<file path="config.mk">
export PLATFORM = sky130hd
export DESIGN_NAME = serial_subtractor
export DESIGN_NICKNAME = d
export VERILOG_FILES = /design/src/rtl/sub_pkg.sv /design/src/rtl/full_subtractor.sv /design/src/rtl/serial_subtractor.sv
export SDC_FILE = /design/constraint.sdc
export NUM_CORES = 1
export LEC_CHECK = 0
export ABC_CLOCK_PERIOD_IN_PS = 11300
export CAP_MARGIN = 10
export CORE_UTILIZATION = 57
export CTS_CLUSTER_SIZE = 8
export DETAILED_ROUTE_END_ITERATION = 10
export PLACE_DENSITY = 0.88
export SYNTH_ARGS = -nofsm -noshare
export SYNTH_HDL_FRONTEND = slang
export SYNTH_SLANG_ARGS = --single-unit
</file>
<file path="constraint.sdc">
create_clock -name clk -period 11.3 [get_ports clk]
set_input_delay 2.825 -clock clk [delete_from_list [all_inputs] [get_ports clk]]
set_output_delay 2.825 -clock clk [all_outputs]
set_load 0.01 [all_outputs]
</file>
<file path="src/rtl/sub_pkg.sv">
// Shared definitions for the bit-serial subtract path: FSM encoding,
// default operand width and the signed-overflow rule.
package sub_pkg;

   localparam int DEFAULT_WIDTH = 32;

   typedef enum logic [1:0] {
      IDLE  = 2'd0,
      SHIFT = 2'd1,
      DONE  = 2'd2
   } state_t;

   // Subtraction overflows only when the operand signs differ and the
   // result sign disagrees with the minuend.
   function automatic logic sub_overflow(input logic a_msb,
                                         input logic b_msb,
                                         input logic d_msb);
      return (a_msb != b_msb) && (d_msb != a_msb);
   endfunction

endpackage

</file>
<file path="src/rtl/full_subtractor.sv">
// Combinational 1-bit full-subtractor cell, the borrow-chain twin of the
// full_adder cell used by the ripple adders.
module full_subtractor (
   input  logic a,
   input  logic b,
   input  logic bin,
   output logic d,
   output logic bout
);

   assign d    = a ^ b ^ bin;
   assign bout = (~a & b) | (~(a ^ b) & bin);

endmodule

</file>
<file path="src/rtl/serial_subtractor.sv">
// Bit-serial two's-complement subtractor: one bit per clock, LSB first,
// start/busy/done handshake with borrow, overflow and zero flags.
module serial_subtractor
   import sub_pkg::*;
#(
   parameter int WIDTH = DEFAULT_WIDTH
) (
   input  logic             clk,
   input  logic             rst,
   input  logic             start,
   input  logic [WIDTH-1:0] a,
   input  logic [WIDTH-1:0] b,
   output logic             ready,
   output logic             busy,
   output logic             done,
   output logic [WIDTH-1:0] diff,
   output logic             borrow_out,
   output logic             overflow,
   output logic             zero
);

   localparam int                 CNT_W    = $clog2(WIDTH + 1);
   localparam logic [CNT_W-1:0]   LAST_CNT = CNT_W'(WIDTH - 1);

   state_t             state_r;
   logic [WIDTH-1:0]   a_sr_r;
   logic [WIDTH-1:0]   b_sr_r;
   logic [WIDTH-2:0]   r_sr_r;
   logic [CNT_W-1:0]   cnt_r;
   logic               borrow_r;
   logic               a_msb_r;
   logic               b_msb_r;
   logic [WIDTH-1:0]   diff_r;
   logic               borrow_out_r;
   logic               overflow_r;
   logic               zero_r;
   logic               ready_r;
   logic               busy_r;
   logic               done_r;

   logic               d_s;
   logic               bout_s;
   logic [WIDTH-1:0]   r_next_s;

   full_subtractor u_cell (
      .a    (a_sr_r[0]),
      .b    (b_sr_r[0]),
      .bin  (borrow_r),
      .d    (d_s),
      .bout (bout_s)
   );

   // The partial result keeps only WIDTH-1 bits; the newest bit enters at the top.
   assign r_next_s = {d_s, r_sr_r};

   // Control FSM, datapath shift registers and registered result/flags.
   always_ff @(posedge clk or posedge rst) begin
      if (rst) begin
         state_r      <= IDLE;
         a_sr_r       <= {WIDTH{1'b0}};
         b_sr_r       <= {WIDTH{1'b0}};
         r_sr_r       <= {(WIDTH-1){1'b0}};
         cnt_r        <= {CNT_W{1'b0}};
         borrow_r     <= 1'b0;
         a_msb_r      <= 1'b0;
         b_msb_r      <= 1'b0;
         diff_r       <= {WIDTH{1'b0}};
         borrow_out_r <= 1'b0;
         overflow_r   <= 1'b0;
         zero_r       <= 1'b0;
         ready_r      <= 1'b1;
         busy_r       <= 1'b0;
         done_r       <= 1'b0;
      end else begin
         case (state_r)
            IDLE: begin
               if (start) begin
                  a_sr_r   <= a;
                  b_sr_r   <= b;
                  a_msb_r  <= a[WIDTH-1];
                  b_msb_r  <= b[WIDTH-1];
                  borrow_r <= 1'b0;
                  cnt_r    <= {CNT_W{1'b0}};
                  state_r  <= SHIFT;
                  ready_r  <= 1'b0;
                  busy_r   <= 1'b1;
               end
            end
            SHIFT: begin
               a_sr_r   <= {1'b0, a_sr_r[WIDTH-1:1]};
               b_sr_r   <= {1'b0, b_sr_r[WIDTH-1:1]};
               r_sr_r   <= r_next_s[WIDTH-1:1];
               borrow_r <= bout_s;
               cnt_r    <= cnt_r + CNT_W'(1);
               // Last bit: publish the result from the cell outputs on this edge.
               if (cnt_r == LAST_CNT) begin
                  diff_r       <= r_next_s;
                  borrow_out_r <= bout_s;
                  overflow_r   <= sub_overflow(a_msb_r, b_msb_r, r_next_s[WIDTH-1]);
                  zero_r       <= (r_next_s == {WIDTH{1'b0}});
                  state_r      <= DONE;
                  busy_r       <= 1'b0;
                  done_r       <= 1'b1;
               end
            end
            DONE: begin
               state_r <= IDLE;
               done_r  <= 1'b0;
               ready_r <= 1'b1;
            end
            default: begin
               state_r <= IDLE;
               done_r  <= 1'b0;
               busy_r  <= 1'b0;
               ready_r <= 1'b1;
            end
         endcase
      end
   end

   assign ready      = ready_r;
   assign busy       = busy_r;
   assign done       = done_r;
   assign diff       = diff_r;
   assign borrow_out = borrow_out_r;
   assign overflow   = overflow_r;
   assign zero       = zero_r;

endmodule

</file>
==> results.yml, run 1 <==
timing:
  min_period_ns: 4.81
  post-route-period-util: 0.426
  tns_ns: 0
  finalSetupViolCount: 0
  tightest_slew_ns: 1.21
  rsz0062_at_grt: "no"
  slew_viol_final: 0
  slew_headroom: 0.193
  skew_ns: 0.00896
  hold_violations: 0
  fmax_ghz: 0.208
floorplanning:
  die_area_sq_mm: 0.0111
  core-area_sq_mm: 0.0103
  ioPinCount: 105
  initial_core_util: 0.589
  rows: 37
  die_y_microns: 105
  die_x_microns: 105
yosys:
  synth_area_sq_mm: 0.00608
  syn_avg_cell_area_sq_um: 10.6
  dominantRegCellSynth: "dfrtp_1"
  synth.distinct_cells: 40
  yosys_warnings: 0
  synth_top_area_frac: 0.588
  synthTopCellsByArea: "dfrtp_1 59%, o22ai_1 13%, nand2_1 6.4%"
  seq_area_frac_synth: 0.592
  synth_seq_cells: 144
  yosysTopAreaCell: "dfrtp_1"
  ys_async_sr_fraction: 1.00
  syn_nets: 643
  synthCells: 574
  synth_edf_count: 0
final_layout:
  layout-drive-gt1-share: 0.0973
  antenna_cells: 0
  finish.net_count: 724
  final_cells: 804
  num-fill-cells: 698
  syn2layout_area_growth_pct: 26.5
worst_setup_path:
  timing.critical_path.buf_inv: 2
  start_kind: "input port"
  worstPathCellList: "buf_2 > nand2b_2 > buf_12 > nor2_1 > mux2_2"
  critPathTopFamily: "buffers and inverters"
  cp.required_ns: 11.70
  slowest_stage: "buf_2"
  crit_type: "in -> reg"
  worstReg2RegStart: "state_r[0]"
  cp-startpoint: "start"
  arrival_ns: 5.21
  crit_path_end_kind: "flip-flop"
  crit_fanout: 66
  slowest_delay_ns: 0.87
routing:
  drtAntennaViolNets: 0
  drc: 0
  wl_microns: 14300
  viasPerCell: 6.22
  wl_per_cell_microns: 17.8
  dr.first_iter.drc_count: 438
  first_pass_iters: 5
  dr_total_vias: 5004
grt:
  grt_pass1_vias: 4856
  grt_pass1_wl_microns: 23800
  antenna_found_initial: 0
  grtUsageTotal: 0.273
  grt-ovfl-total: 0
  grt_max_degree: 97
clock_network:
  htree_num_levels: 4
  cts-root-buf: "clkbuf_8"
  post_cts_buffers: 0
  clock_latency_ns: 0.52
  clk_pin_slew_worst_paths_ns: 0.06
  cts.sinks: 144
  cts_tree: "done"
  numCtsBuffers: 17
  clockBufferDepth: 2
  ctsHoldBuffers: 0
  cts_resized: 0
placement:
  dp.cells: 771
  io_buffer_count: 104
  gp_congestion: 0.789
  dp_hpwl_microns: 8270
pwr:
  power_density_mw_per_mm2: 275
  ir_worst_vdd_v: 0.000145
  p_leak_nw: 3.38
hold_path:
  hold_start: "diff[2]"
  hp-class: "reg -> reg"
flow_run:
  maxCapViolations: 0
run_status:
  status: "finished clean"
-- metal layers --
layer  wire length, microns  vias up  GRT usage
met2                   7160      205      0.445
li1                       -     2286          -
met1                   6050     2478      0.368
met3                    712       35     0.0501
met5                      0        -          0
met4                    352        0      0.101
-- power breakdown --
group / internal [mW] / switching (mW) / total [mW]
registers: 0.747 / 0.194 / 0.942
clock network: 0.307 / 0.221 / 0.528
logic: 0.312 / 0.335 / 0.647
-- sequential cells by signal (all words and copies together) (netlist names) --
| name | count |
|---|---|
| cnt_r | 6 |
| ready | 1 |
| a_sr_r | 32 |
| diff | 32 |
| b_sr_r | 32 |
| state_r | 2 |
| a_msb_r | 1 |
| done | 1 |
| borrow_r | 1 |
| busy | 1 |
| overflow | 1 |
| zero | 1 |
| r_sr_r | 31 |
| borrow_out | 1 |
| b_msb_r | 1 |
-- kinds of logic (layout without fill, tap and decap cells) --
group                      after synthesis  count (layout)  share of synthesized area
AOI/OAI and AO/OA                      205             205                      0.198
DFF                                    144             144                      0.592
and+or+nand+nor                        129             129                     0.0917
buffers and inverters                   55             149                     0.0415
muxes                                   37              37                     0.0681
adders and majority gates                2               2                    0.00535
xor gates and xnor gates                 2               2                    0.00288
-- placed cells by master (no fill, tap or decap), types with 3 or more instances in the layout --
| cell type | n |
|---|---|
| dfrtp_1 | 143 |
| clkinv_4 | 3 |
| mux2_1 | 16 |
| clkinvlp_4 | 4 |
| inv_1 | 6 |
| clkdlybuf4s50_1 | 103 |
| mux2_2 | 19 |
| nand2_1 | 103 |
| a21oi_1 | 62 |
| clkbuf_16 | 16 |
| inv_6 | 5 |
| nor4_1 | 8 |
| o21ai_0 | 11 |
| clkbuf_8 | 3 |
| o22ai_1 | 123 |
-- cells in the mapped netlist (2+ instances only) --
library cell and instances:
mux2i_1 2, nand4_1 2, inv_2 2, xor2_1 2, buf_4 2, a22oi_1 2
nor4_1 8, clkbuf_1 21, dfrtp_1 143, inv_1 7, nor2b_1 2, o22ai_1 123
mux2_2 19, mux2_1 16, and2_1 2, buf_1 3, nand2b_1 3, nand2_1 103
buf_6 2, nand3_1 2, o21ai_0 11, a21oi_1 62, buf_2 17, nor2_1 2
-- final timing paths --
path,to,slack [ns],cells after the start
max in group asynchronous,b_sr_r[22],7.14,3
setup reg to reg,diff[15],8.98,5
hold / removal,diff[2],0.49,1
setup / recovery,a_msb_r,6.49,5
min in group asynchronous,r_sr_r[8],2.75,2
hold reg to reg,diff[2],0.49,1
-- final cells by class --
cell class / instances / area, sq um / share of cell area
well taps: 136 / 170 / 0.0221
clock inverters: 13 / 126 / 0.0164
repair buffers: 107 / 1070 / 0.139
clock buffers: 19 / 442 / 0.0574
flip-flops and latches: 144 / 3600 / 0.468
inverters: 10 / 45.0 / 0.00585
multi-input cells: 375 / 2240 / 0.291
-- stage by stage --
step	util	hold slack (ns)	area (sq um)	setup WS [ns]	power, mW
2_1_floorplan	-	0.435	6080	4.61	1.32
3_3_place_gp	0.689	0.456	7110	5.81	1.51
3_5_place_dp	0.689	0.465	7110	5.72	1.57
4_1_cts	0.744	0.473	7680	6.23	2.12
5_1_grt	0.746	0.517	7700	6.31	2.25
6_report	0.746	0.491	7700	6.49	2.12
No activity file was read; power rests on OpenSTA's default activity.
==> run 2: changes to the inputs <==
--- a/config.mk
+++ b/config.mk
@@ -5,12 +5,12 @@
 export SDC_FILE = /design/constraint.sdc
 export NUM_CORES = 1
 export LEC_CHECK = 0
-export ABC_CLOCK_PERIOD_IN_PS = 11300
+export ABC_CLOCK_PERIOD_IN_PS = 4850
 export CAP_MARGIN = 10
-export CORE_UTILIZATION = 57
+export CORE_UTILIZATION = 53
 export CTS_CLUSTER_SIZE = 8
 export DETAILED_ROUTE_END_ITERATION = 10
-export PLACE_DENSITY = 0.88
+export PLACE_DENSITY = 0.83
 export SYNTH_ARGS = -nofsm -noshare
 export SYNTH_HDL_FRONTEND = slang
 export SYNTH_SLANG_ARGS = --single-unit
==> constraint.sdc (replaced) <==
create_clock -name clk -period 4.85 [get_ports clk]
set_input_delay 1.2125 -clock clk [delete_from_list [all_inputs] [get_ports clk]]
set_output_delay 1.2125 -clock clk [all_outputs]
set_load 0.01 [all_outputs]
==> results.yml, run 2 (synthesis gave the netlist of run 1 again) <==
grt:
  use_met1: 0.334
  grt_pass1_wl_microns: 23600
  grt_max_degree: 97
  antenna_found_initial: 0
  grtUsageTotal: 0.261
  grt-busiest-layer: "met2"
  use_met2: 0.421
  grt-ovfl-total: 0
  global_route.usage.met3: 0.0640
  grt_pass1_vias: 4854
routing:
  wl_per_cell_microns: 18.2
  wl_microns: 14800
  dr.first_iter.drc_count: 452
  first_pass_iters: 5
  viasPerCell: 6.14
  drc: 0
  dr_total_vias: 4982
  drtAntennaViolNets: 0
timing:
  hold_violations: 0
  fmax_ghz: 0.371
  skew_ns: 0.00825
  tns_ns: 0
  post-route-period-util: 0.556
  tightest_slew_ns: 1.06
  min_period_ns: 2.70
  slew_viol_final: 0
  slew_headroom: 0.291
  rsz0062_at_grt: "no"
  finalSetupViolCount: 0
  worst_slack_ns: 2.15
worst_setup_path:
  worstPathCellList: "clkdlybuf4s50_1"
  timing.critical_path.buf_inv: 1
  arrival_ns: 1.48
  crit_type: "reg -> out"
  cp-startpoint: "ready"
  slowest_stage: "dfstp_2"
  start_kind: "flip-flop"
  critPathTopFamily: "flip-flops"
  cp.required_ns: 3.64
  crit_path_end_kind: "output port"
  crit_fanout: 2
  slowest_delay_ns: 0.54
  worstReg2RegStart: "state_r[0]"
floorplanning:
  rows: 38
  ioPinCount: 105
  die_area_sq_mm: 0.0119
  core-area_sq_mm: 0.0110
  die_x_microns: 109
  die_y_microns: 109
  initial_core_util: 0.552
final_layout:
  num-fill-cells: 749
  post-route-util: 0.704
  layout_common_cells: "143 x dfrtp_1, 123 x o22ai_1, 103 x nand2_1, 103 x clkdlybuf4s50_1, 62 x a21oi_1"
  antenna_cells: 0
  layout-drive-gt1-share: 0.0954
  multi_input_area_sq_mm: 0.00224
  syn2layout_area_growth_pct: 27.6
  final_common_cell: "dfrtp_1"
  finish.net_count: 727
  final_area_sq_mm: 0.00777
  seqCellArea_sq_mm: 0.00360
flow_run:
  maxCapViolations: 0
clock_network:
  cts_resized: 0
  cts.sinks: 144
  post_cts_buffers: 0
  htree_num_levels: 4
  numCtsBuffers: 17
  clock_latency_ns: 0.42
  cts-root-buf: "clkbuf_16"
  clk_pin_slew_worst_paths_ns: 0.05
  ctsHoldBuffers: 0
  cts_tree: "done"
  clockBufferDepth: 2
pwr:
  pwr-share-comb: 0.298
  internal-power_mw: 3.32
  sw_frac_of_total: 0.341
  p_clk_frac: 0.265
  ir_worst_vdd_v: 0.000348
  p_leak_nw: 3.42
  p_seq_frac: 0.437
  power_density_mw_per_mm2: 649
  power_switching_mw: 1.72
  power_mw: 5.04
hold_path:
  hp-class: "reg -> reg"
  hold_start: "diff[31]"
placement:
  place_area_sq_mm: 0.00716
  dp_hpwl_microns: 8780
  io_buffer_count: 104
  dp_worst_setup_slack_ns: 2.13
  gp_congestion: 0.770
run_status:
  status: "finished clean"
run 2: path summary, 6_finish.rpt:
path                       depth (start not counted)  slack, ns        end
max in group asynchronous                          3       2.62  r_sr_r[3]
hold reg to reg                                    1       0.49   diff[31]
hold / removal                                     1       0.49   diff[31]
setup reg to reg                                   5       2.55   diff[20]
setup / recovery                                   1       2.15      ready
min in group asynchronous                          2       1.38   diff[31]
run 2: metrics by stage:
step,hold slack (ns),std cells
floorplan,0.435,574
global placement,0.464,779
detailed placement,0.465,779
CTS,0.492,811
global route,0.505,811
finish,0.487,811
run 2: area by class of cell:
| cell class | instances | area share |
|---|---|---|
| timing repair buffer | 110 | 0.141 |
| sequential | 144 | 0.464 |
| multi-input combinational | 375 | 0.288 |
| tap | 140 | 0.0226 |
| clock buffer | 24 | 0.0620 |
| inverter | 10 | 0.00564 |
| clock inverter | 8 | 0.0164 |
run 2: routing by layer:
metal	wire length, microns	vias up	share of wire
met5	0	-	0
met3	875	34	0.059
met2	7310	220	0.49
met4	401	0	0.027
met1	6200	2452	0.42
li1	-	2276	-
run 2: power groups by stage:
stage	sequential, mW	combinational (mW)	clock (mW)
detailed placement	2.19	1.48	0
CTS	2.19	1.51	1.35
finish	2.20	1.50	1.34
global placement	2.15	1.40	0
global route	2.26	1.66	1.40
floorplan	2.12	0.956	0
==> run 3: changes to the inputs <==
--- a/config.mk
+++ b/config.mk
@@ -5,12 +5,12 @@
 export SDC_FILE = /design/constraint.sdc
 export NUM_CORES = 1
 export LEC_CHECK = 0
-export ABC_CLOCK_PERIOD_IN_PS = 4850
+export ABC_CLOCK_PERIOD_IN_PS = 2300
 export CAP_MARGIN = 10
-export CORE_UTILIZATION = 53
+export CORE_UTILIZATION = 48
 export CTS_CLUSTER_SIZE = 8
 export DETAILED_ROUTE_END_ITERATION = 10
-export PLACE_DENSITY = 0.83
+export PLACE_DENSITY = 0.79
 export SYNTH_ARGS = -nofsm -noshare
 export SYNTH_HDL_FRONTEND = slang
 export SYNTH_SLANG_ARGS = --single-unit
==> constraint.sdc (replaced) <==
create_clock -name clk -period 2.3 [get_ports clk]
set_input_delay 0.575 -clock clk [delete_from_list [all_inputs] [get_ports clk]]
set_output_delay 0.575 -clock clk [all_outputs]
set_load 0.01 [all_outputs]
==> results.yml, run 3 (synthesis gave the netlist of run 1 again) <==
run_status:
  status: "finished clean"
timing:
  finalSetupViolCount: 0
  worst_slack_ns: 0.224
  post-route-period-util: 0.903
  fmax_ghz: 0.482
  slew_viol_final: 0
  min_period_ns: 2.08
  tightest_slew_ns: 0.667
  skew_ns: 0.00566
  rsz0062_at_grt: "no"
  hold_violations: 0
  slew_headroom: 0.555
clock_network:
  cts-root-buf: "clkbuf_16"
  clock_latency_ns: 0.42
  htree_num_levels: 4
  numCtsBuffers: 17
  clockBufferDepth: 2
  cts_tree: "done"
  clk_pin_slew_worst_paths_ns: 0.06
  cts_resized: 0
  ctsHoldBuffers: 0
  post_cts_buffers: 0
  cts.sinks: 144
pwr:
  power_density_mw_per_mm2: 1340
  pwr-share-comb: 0.302
  p_seq_frac: 0.432
  p_leak_nw: 3.46
  internal-power_mw: 6.97
  p_clk_frac: 0.266
  sw_frac_of_total: 0.341
  power_switching_mw: 3.61
  power_mw: 10.6
  ir_worst_vdd_v: 0.000708
flow_run:
  maxCapViolations: 0
worst_setup_path:
  timing.critical_path.buf_inv: 1
  worstPathCellList: "clkdlybuf4s50_1"
  crit_type: "reg -> out"
  critPathTopFamily: "buffers and inverters"
  rr_worst_depth: 5
  slowest_stage: "clkdlybuf4s50_1"
  start_kind: "flip-flop"
  arrival_ns: 1.50
  crit_fanout: 2
  cp_num_cells: 1
  slowest_delay_ns: 0.56
  crit_path_end_kind: "output port"
  cp.required_ns: 1.73
grt:
  antenna_found_initial: 0
  grt_pass1_wl_microns: 23500
  grt_pass1_vias: 4840
  grt-ovfl-total: 0
  grtUsageTotal: 0.229
  grt_max_degree: 92
hold_path:
  hp-class: "reg -> reg"
  min_path_cells: 1
routing:
  viasPerCell: 5.82
  drc: 0
  dr.first_iter.drc_count: 333
  dr_total_vias: 4931
  wl_per_cell_microns: 16.7
  drtAntennaViolNets: 0
  wl_microns: 14100
  first_pass_iters: 4
floorplanning:
  ioPinCount: 105
  initial_core_util: 0.500
  die_x_microns: 115
  rows: 40
  die_y_microns: 115
  die_area_sq_mm: 0.0131
  core-area_sq_mm: 0.0122
final_layout:
  multi_input_area_sq_mm: 0.00224
  final_common_cell: "dfrtp_1"
  seqCellArea_sq_mm: 0.00360
  syn2layout_area_growth_pct: 29.8
  final_cells: 847
  final_area_sq_mm: 0.00790
  finish.net_count: 735
  antenna_cells: 0
  num-fill-cells: 951
  layout_common_cells: "143 x dfrtp_1, 123 x o22ai_1, 103 x nand2_1, 103 x clkdlybuf4s50_1, 62 x a21oi_1"
  layout-drive-gt1-share: 0.112
placement:
  io_buffer_count: 104
  dp_worst_setup_slack_ns: 0.569
  dp_hpwl_microns: 8900
  place_area_sq_mm: 0.00729
  gp_congestion: 0.771
  dp.cells: 815
-- run 3: cell count changes in the layout (fill, tap and decap cells not counted), sizes merged --
cell / previous run / this run
buf: 7 / 15
clkbuf: 24 / 17
clkinvlp: 3 / 6
clkinv: 2 / 4
inv: 10 / 12
-- run 3: final timing paths --
kind	slack, ns	start	to
worst max-delay path	0.22	ready	ready
worst min-delay path	0.48	cnt_r[5]	cnt_r[5]
worst max register to register	0.57	cnt_r[0]	diff[8]
worst min register to register	0.48	cnt_r[5]	cnt_r[5]
max in group asynchronous	1.22	rst	ready
min in group asynchronous	0.63	rst	b_sr_r[6]
-- run 3: per-stage QoR --
stage,TNS [ns],hold slack (ns),util
2_1_floorplan,-11.33,0.435,-
3_3_place_gp,0,0.463,0.599
3_5_place_dp,0,0.468,0.599
4_1_cts,0,0.484,0.650
5_1_grt,0,0.493,0.650
6_report,0,0.480,0.650
-- run 3: routing by layer --
| layer | vias to the layer above | track usage | part of all wire | routed length [microns] |
|---|---|---|---|---|
| met3 | 30 | 0.0535 | 0.044 | 627 |
| met5 | - | 0 | 0 | 0 |
| li1 | 2301 | - | - | - |
| met4 | 0 | 0.111 | 0.024 | 336 |
| met2 | 153 | 0.354 | 0.48 | 6790 |
| met1 | 2447 | 0.306 | 0.45 | 6370 |
-- run 3: final cells by class --
cell class / count / share of cell area
multi-input cells: 375 / 0.283
well taps: 168 / 0.0266
repair buffers: 118 / 0.151
flip-flops and latches: 144 / 0.456
clock inverters: 15 / 0.0234
inverters: 10 / 0.00554
clock buffers: 17 / 0.0538
-- run 3: power groups by stage --
stage | clock, mW | sequential [mW] | combinational, mW
after global routing | 2.98 | 4.72 | 3.59
after floorplan | 0 | 4.46 | 2.02
after CTS | 2.87 | 4.56 | 3.22
after detailed placement | 0 | 4.59 | 3.20
after global placement | 0 | 4.51 | 3.03
final | 2.81 | 4.56 | 3.20
